--- config.mk ---
export PLATFORM = sky130hd
export DESIGN_NAME = prim_clock_gate_ctrl
export DESIGN_NICKNAME = d
export VERILOG_FILES = /design/src/rtl/prim_clock_gate_ctrl.sv
export SDC_FILE = /design/constraint.sdc
export NUM_CORES = 1
export LEC_CHECK = 0
export CAP_MARGIN = 20
export CORE_AREA = 2 2 41 43
export DETAILED_ROUTE_END_ITERATION = 16
export DIE_AREA = 0 0 43 45
export PLACE_DENSITY = 0.69
export SETUP_SLACK_MARGIN = 0.5
export SYNTH_ARGS = -nofsm -noshare
export SYNTH_HDL_FRONTEND = slang
export SYNTH_SLANG_ARGS = --single-unit
export TNS_END_PERCENT = 20
--- constraint.sdc ---
create_clock -name clk_i -period 2.7 [get_ports clk_i]
set_input_delay 0.54 -clock clk_i [delete_from_list [all_inputs] [get_ports clk_i]]
set_output_delay 0.54 -clock clk_i [all_outputs]
set_load 0.01 [all_outputs]
--- src/rtl/prim_clock_gate_ctrl.sv ---
// prim_clock_gate_ctrl: idle-detect and sleep-handshake controller driving a clock gating cell enable
module prim_clock_gate_ctrl #(
  parameter int IdleCycles = 16,
  parameter int WakeCycles = 2,
  parameter int CntW       = 8
) (
  input  logic clk_i,
  input  logic rst_ni,
  input  logic busy_i,
  input  logic wake_i,
  input  logic force_on_i,
  input  logic sleep_ack_i,
  output logic sleep_req_o,
  output logic en_o,
  output logic gated_o,
  output logic ready_o
);
  if (IdleCycles < 1 || IdleCycles > 255) begin : g_bad_idle
    $error("IdleCycles out of range 1..255");
  end
  if (WakeCycles < 1 || WakeCycles > 255) begin : g_bad_wake
    $error("WakeCycles out of range 1..255");
  end
  if ((64'd1 << CntW) <= 64'(IdleCycles) || (64'd1 << CntW) <= 64'(WakeCycles)) begin : g_bad_cntw
    $error("CntW too narrow for IdleCycles/WakeCycles");
  end
  typedef enum logic [2:0] {ACTIVE, COUNT, REQ, GATED, WAKE} state_e;
  state_e state, state_d;
  logic [CntW-1:0] cnt, cnt_d;
  logic idle, wake_cond;
  assign idle      = !busy_i && !wake_i && !force_on_i;
  assign wake_cond = wake_i || force_on_i;
  always_comb begin
    state_d = state;
    cnt_d   = cnt;
    case (state)
      ACTIVE: begin
        state_d = idle ? (IdleCycles == 1 ? REQ : COUNT) : ACTIVE;
        cnt_d   = CntW'(idle && IdleCycles != 1);
      end
      COUNT: begin
        state_d = !idle ? ACTIVE : (cnt == CntW'(IdleCycles - 1)) ? REQ : COUNT;
        cnt_d   = (state_d == COUNT) ? cnt + 1'b1 : '0;
      end
      // abort beats the acknowledge so a late busy/wake never gates the clock
      REQ:     state_d = !idle ? ACTIVE : sleep_ack_i ? GATED : REQ;
      GATED: begin
        state_d = wake_cond ? WAKE : GATED;
        cnt_d   = '0;
      end
      WAKE: begin
        state_d = (cnt == CntW'(WakeCycles - 1)) ? ACTIVE : WAKE;
        cnt_d   = (state_d == WAKE) ? cnt + 1'b1 : '0;
      end
      default: begin
        state_d = ACTIVE;
        cnt_d   = '0;
      end
    endcase
  end
  // outputs are registered decodes of the next state so en_o is glitch-free
  always_ff @(posedge clk_i) begin
    if (!rst_ni) begin
      state       <= ACTIVE;
      cnt         <= '0;
      en_o        <= 1'b1;
      sleep_req_o <= 1'b0;
      gated_o     <= 1'b0;
      ready_o     <= 1'b1;
    end else begin
      state       <= state_d;
      cnt         <= cnt_d;
      en_o        <= state_d != GATED;
      sleep_req_o <= state_d == REQ || state_d == GATED;
      gated_o     <= state_d == GATED;
      ready_o     <= state_d != GATED && state_d != WAKE;
    end
  end
endmodule

==> results.ini, run 1 <==
[outcome]
status=finished clean

[cells_and_area]
nNetsFinal=105
fin_area_um2=847.1
seq_area_um2=300.3
fillers=138
final_layout_size_suffix_gt1_frac=0.06250
multiInputGateArea_um2=390.4
areaGrowthSynthToFinish_pct=18.77
final_common_cell=dfxtp_1
num_antenna_cells=0
most-common-layout-cells=dfxtp_1, clkdlybuf4s50_1, nor2_1

[floorplan]
dieWidth_um=43
top_level_ports=10
fp.dieArea_mm2=0.001935
initial_core_util=0.4847
core_mm2=0.001471
num_rows=14
die_y_um=45

[timing]
period_minus_slack_ps=2066
timing.fmax_mhz=484.1
post-route-worst-setup-slack_ps=634.1
hold_violations=0
drv_slew=0
period_share=0.7651
final.setup.tns_ps=0
worst_slew_pin_slew_ps=519.1
rsz0062_at_grt=no
worst_clock_skew_ps=5.988
final-setup-viol-count=0
slew-limit-headroom=0.6507

[worst_setup_path]
rr_worst_depth=5
critPathRequiredTime_ps=2880
reg2reg_from=cnt[4]
path_cells=or4_1 > o311a_1 > o21ai_4 > o21ai_0 > a21o_1
crit_fanout=11
max_stage_delay_ps=580
cp.arrival_ps=2250
crit_path_start_kind=flip-flop
cp_slowest_cell=or4_1
critPathKind=flip-flop to flip-flop
rrSetupSlack_ps=630
r2r_end=cnt[3]
path_delay_family=compound AO/OA/AOI/OAI gates
crit_buf_inv=0
cp-end-kind=flip-flop

[synthesis]
ys_ff_latch=15
yosysTopAreaCell=dfxtp_1
ys_types=29
ys_warn_count=0
synth_area_leaders=dfxtp_1, a21o_1, nor2_1, ha_1, o21ai_0
ys_seq_area_frac=0.4211
synthCells=84
mappedNetlistArea_um2=713.2
yosys.area.top_type_share=0.4211
synth.avg_cell_area_um2=8.490
syn-num-nets=92

[placement]
routabilityCongestion=0.8178
io_buffers=9
dpl_cell_area_um2=812.0
dp_slack_ps=447.8
dpl.hpwl_um=1027

[drt]
wire_per_inst_um=12.81
drt_wl_total_um=1435
drc_errors=0
drt-pass1-iter-count=4
drt_iter0_drc=11
via_per_inst=5.616
detailroute.via_count=629
antenna_left=0

[clocking]
cts_max_level=1
post-cts-setup-buffers=0
clk_pin_slew_ps=90
cts_sinks=15
ctsResizeCount=0
cts_made_buffers=3
clock_latency_ps=280
cts_tree=built
clockBufferDepth=2
cts_root_buf=clkbuf_4
cts_hold_buf=0

[power_and_ir_drop]
ir_worst_vdd_mv=0.1950
power.leakage_nw=0.3856
power_density_mw_per_mm2=435.2
power_uw=368.6

[global_route]
grt_max_degree=12
track_usage=0.1595
grt-ovfl-total=0
grt_pass1_vias=563
antenna_found_initial=0
grt_pass1_wl_um=2311

[worst_hold_path]
hold_path_class=flip-flop to flip-flop
hp-start=cnt[6]
min_path_cells=1
worstHoldEndpoint=cnt[6]

[flow_run]
cap_viol_max_count=0

-- power by group --
group	internal (mW)	switching [mW]	leakage, nW
Clock	0.0548	0.0716	0.0177
Combinational	0.0107	0.00812	0.247
Sequential	0.222	0.00139	0.121
Total	0.288	0.0811	0.386
-- worst max-delay path by stage --
| stage | from | end | slack [ps] | cells past startpoint |
|---|---|---|---|---|
| after floorplan | cnt[4] | cnt[5] | 850 | 6 |
| after global placement | busy_i | cnt[2] | 500 | 6 |
| after detailed placement | busy_i | cnt[2] | 450 | 6 |
| after CTS | cnt[4] | cnt[3] | 560 | 5 |
| after global routing | wake_i | ready_o | 540 | 6 |
| final | cnt[4] | cnt[3] | 630 | 5 |
-- state kept, by name, summed over array words and instances, names as in the netlist --
signal       count
ready_o          1
sleep_req_o      1
cnt              8
state            3
en_o             1
gated_o          1
-- layer usage --
metal / share of wire / up-vias / GRT usage
li1: - / 323 / -
met1: 0.47 / 287 / 0.2030
met2: 0.47 / 17 / 0.2515
met3: 0.052 / 2 / 0.02800
met4: 0.0070 / 0 / 0.1030
met5: 0 / - / 0
-- synthesized netlist by cell type (all sizes together) --
cell type,number
o211ai,1
and2b,2
nand2b,2
nor3,4
a22oi,1
a21o,6
xnor2,1
o311a,1
nand4,1
buf,1
nor2b,2
and3,2
a31oi,1
nor3b,2
dfxtp,15
nor2,7
nor4,2
o21ai,10
o211a,1
or2,1
inv,5
and2,2
a21oi,3
nand3,4
or4,1
ha,2
nand2,4
-- stage by stage --
| step | hold slack, ps | utilization | cells |
|---|---|---|---|
| final | 545.6 | 0.5757 | 112 |
| after global routing | 566.5 | 0.5757 | 112 |
| after CTS | 546.4 | 0.5706 | 112 |
| after detailed placement | 523.9 | 0.5519 | 108 |
| after global placement | 510.4 | 0.5519 | 108 |
| after floorplan | 481.7 | - | 84 |
-- cell families (layout without fill, tap and decap cells) --
logic type | count (synthesis) | in the layout | share of synthesized area
buffers and inverters | 6 | 18 | 0.04211
xor gates and xnor gates | 1 | 1 | 0.01228
AOI/OAI and AO/OA | 24 | 24 | 0.2175
and+or+nand+nor | 36 | 36 | 0.2719
adders and majority gates | 2 | 2 | 0.03508
DFF | 15 | 15 | 0.4211
-- area by class of cell --
class	instances	share of cell area
Clock buffer	3	0.02659
Multi-Input combinational cell	63	0.4609
Sequential cell	15	0.3545
Clock inverter	1	0.005908
Inverter	5	0.02216
Tap cell	16	0.02363
Timing Repair Buffer	9	0.1064
No activity file was read; power rests on OpenSTA's default activity.
==> inputs of run 2 (changes only) <==
==> constraint.sdc (replaced) <==
create_clock -name clk_i -period 2 [get_ports clk_i]
set_input_delay 0.4 -clock clk_i [delete_from_list [all_inputs] [get_ports clk_i]]
set_output_delay 0.4 -clock clk_i [all_outputs]
set_load 0.01 [all_outputs]
==> results.ini, run 2 (same netlist as run 1, synthesis figures left out) <==
[power_and_ir_drop]
internal-power_uw=390.9  ; was 287.5 uW
p_comb_frac=0.059  ; was 0.051
seqPwrFrac=0.598  ; was 0.606
power_density_mw_per_mm2=527.9  ; was 435.2 mW/mm2
power.leakage_nw=0.4445  ; was 0.3856 nW
p_sw_frac=0.2245  ; was 0.2199
ir_worst_vdd_mv=0.3818  ; was 0.1950 mV
power_frac_clock=0.343  ; about the same
netSwitchingPower_uw=113.1  ; was 81.08 uW

[timing]
timing.fmax_mhz=532.5  ; was 484.1 MHz
finalHoldWorstSlack_ps=575.6  ; was 545.6 ps
hold_violations=0  ; unchanged
final-setup-viol-count=0  ; unchanged
drv_slew=0  ; unchanged
slew-limit-headroom=0.8126  ; was 0.6507
worst_clock_skew_ps=5.786  ; was 5.988 ps
rsz0062_at_grt=yes  ; was no
period_minus_slack_ps=1878  ; was 2066 ps
worst_slew_pin_slew_ps=278.5  ; was 519.1 ps
period_share=0.9389  ; was 0.7651

[worst_setup_path]
path_delay_family=compound AO/OA/AOI/OAI gates  ; unchanged
critPathRequiredTime_ps=2180  ; was 2880 ps
path_cells=or4_4 > o311a_4 > o21ai_4 > buf_6 > o21ai_1 > a21o_1  ; was or4_1 > o311a_1 > o21ai_4 > o21ai_0 > a21o_1
crit_fanout=6  ; was 11
cp.arrival_ps=2060  ; was 2250 ps
cp-end-kind=flip-flop  ; unchanged
crit_path_start_kind=flip-flop  ; unchanged
cp_slowest_cell=or4_4  ; was or4_1
critPathKind=flip-flop to flip-flop  ; unchanged
max_stage_delay_ps=540  ; was 580 ps
crit_buf_inv=1  ; was 0

[cells_and_area]
num_antenna_cells=0  ; unchanged
nNetsFinal=115  ; was 105
top_register=cnt  ; unchanged
final_layout_size_suffix_gt1_frac=0.2075  ; was 0.06250
most-common-layout-cells=dfxtp_1, buf_4, clkdlybuf4s50_1  ; was dfxtp_1, clkdlybuf4s50_1, nor2_1
top_regs=cnt: 8 flops, state: 3 flops  ; unchanged
final_common_cell=dfxtp_1  ; unchanged
areaGrowthSynthToFinish_pct=33.86  ; was 18.77%
instances_no_fill=122  ; was 112
largest_reg_flops=8  ; unchanged

[global_route]
grt_pass1_wl_um=2573  ; was 2311 um
grt_pass1_vias=588  ; was 563
grt-ovfl-total=0  ; unchanged
antenna_found_initial=0  ; unchanged
grt_max_degree=10  ; was 12
track_usage=0.1777  ; was 0.1595

[worst_hold_path]
hold_path_class=flip-flop to flip-flop  ; unchanged

[drt]
wl_met2_um=701  ; was 671 um
drt_wl_total_um=1508  ; was 1435 um
drt_iter0_drc=12  ; was 11
wl_met3_um=78  ; was 74 um
drc_errors=0  ; unchanged
antenna_left=0  ; unchanged
top_layer=met3  ; was met4
wire_per_inst_um=12.36  ; was 12.81 um
via_per_inst=5.730  ; was 5.616
drt-met1-wl_um=728  ; was 678 um
drt-pass1-iter-count=4  ; unchanged
detailroute.via_count=699  ; was 629

[clocking]
cts_made_buffers=3  ; unchanged
cts_max_level=1  ; unchanged
cts_root_buf=clkbuf_4  ; unchanged
cts_hold_buf=0  ; unchanged
cts_tree=built  ; unchanged
clock_latency_ps=280  ; about the same
clk_pin_slew_ps=100  ; was 90 ps
clockBufferDepth=2  ; unchanged
cts_sinks=15  ; unchanged
post-cts-setup-buffers=0  ; unchanged

[floorplan]
initial_core_util=0.4847  ; unchanged
num_rows=14  ; unchanged
die_y_um=45  ; unchanged
core_mm2=0.001471  ; unchanged
dieWidth_um=43  ; unchanged
fp.dieArea_mm2=0.001935  ; unchanged
top_level_ports=10  ; unchanged

[placement]
dp.cells=117  ; was 108
routabilityCongestion=0.8027  ; was 0.8178
dpl.hpwl_um=1123  ; was 1027 um
io_buffers=9  ; unchanged

[outcome]
status=finished clean  ; unchanged

[flow_run]
cap_viol_max_count=0  ; unchanged

-- run 2: path summary, 6_finish.rpt --
path / start / end / slack, ps / cells past startpoint
worst min-delay path: cnt[3] / cnt[3] / 580 / 1
worst max register to register: cnt[5] / cnt[5] / 120 / 6
worst min register to register: cnt[3] / cnt[3] / 580 / 1
worst max-delay path: cnt[5] / cnt[5] / 120 / 6
-- run 2: layer usage --
metal | vias to the layer above | global-route usage
met5 | - | 0
met4 | 0 | 0.05455
met3 | 0 | 0.04800
met2 | 21 | 0.2727
met1 | 333 | 0.2463
li1 | 345 | -
-- run 2: repair_timing --
item	CTS	global route
pin swaps	1	6
cloned	1	0
endpoints found under the setup margin	17	17
resized for setup	2	10
-- run 2: power groups by stage --
| stage | Clock (mW) | Combinational (mW) | Sequential [mW] |
|---|---|---|---|
| after floorplan | 0 | 0.0107 | 0.308 |
| after global placement | 0 | 0.0275 | 0.308 |
| after detailed placement | 0 | 0.0281 | 0.308 |
| after CTS | 0.179 | 0.0285 | 0.301 |
| after global routing | 0.185 | 0.0326 | 0.302 |
| final | 0.173 | 0.0296 | 0.301 |
-- run 2: area by class of cell --
cell class	count	area [um2]
Timing Repair Buffer	19	168.9
Clock buffer	3	22.52
Fill cell	130	516.7
Multi-Input combinational cell	63	416.7
Tap cell	16	20.02
Inverter	5	18.77
Sequential cell	15	302.8
Clock inverter	1	5.005
-- run 2: metrics by stage --
step | instance area (um2) | setup slack [ps] | setup TNS, ps | util | total power, mW
2_1_floorplan | 714.4 | 214.6 | 0 | - | 0.3187
3_3_place_gp | 880.8 | 32.15 | 0 | 0.5986 | 0.3359
3_5_place_dp | 880.8 | -45.38 | -161.1 | 0.5986 | 0.3365
4_1_cts | 920.9 | 161.4 | 0 | 0.6259 | 0.5089
5_1_grt | 954.7 | 69.92 | 0 | 0.6488 | 0.5190
6_report | 954.7 | 122.2 | 0 | 0.6488 | 0.5040
-- run 2: worst register-to-register path, stage by stage, from the launching register on --
cell	delay, ps
dfxtp_2	330
or4_4	540
o311a_4	380
o21ai_4	160
buf_6	140
o21ai_1	60
a21o_1	170
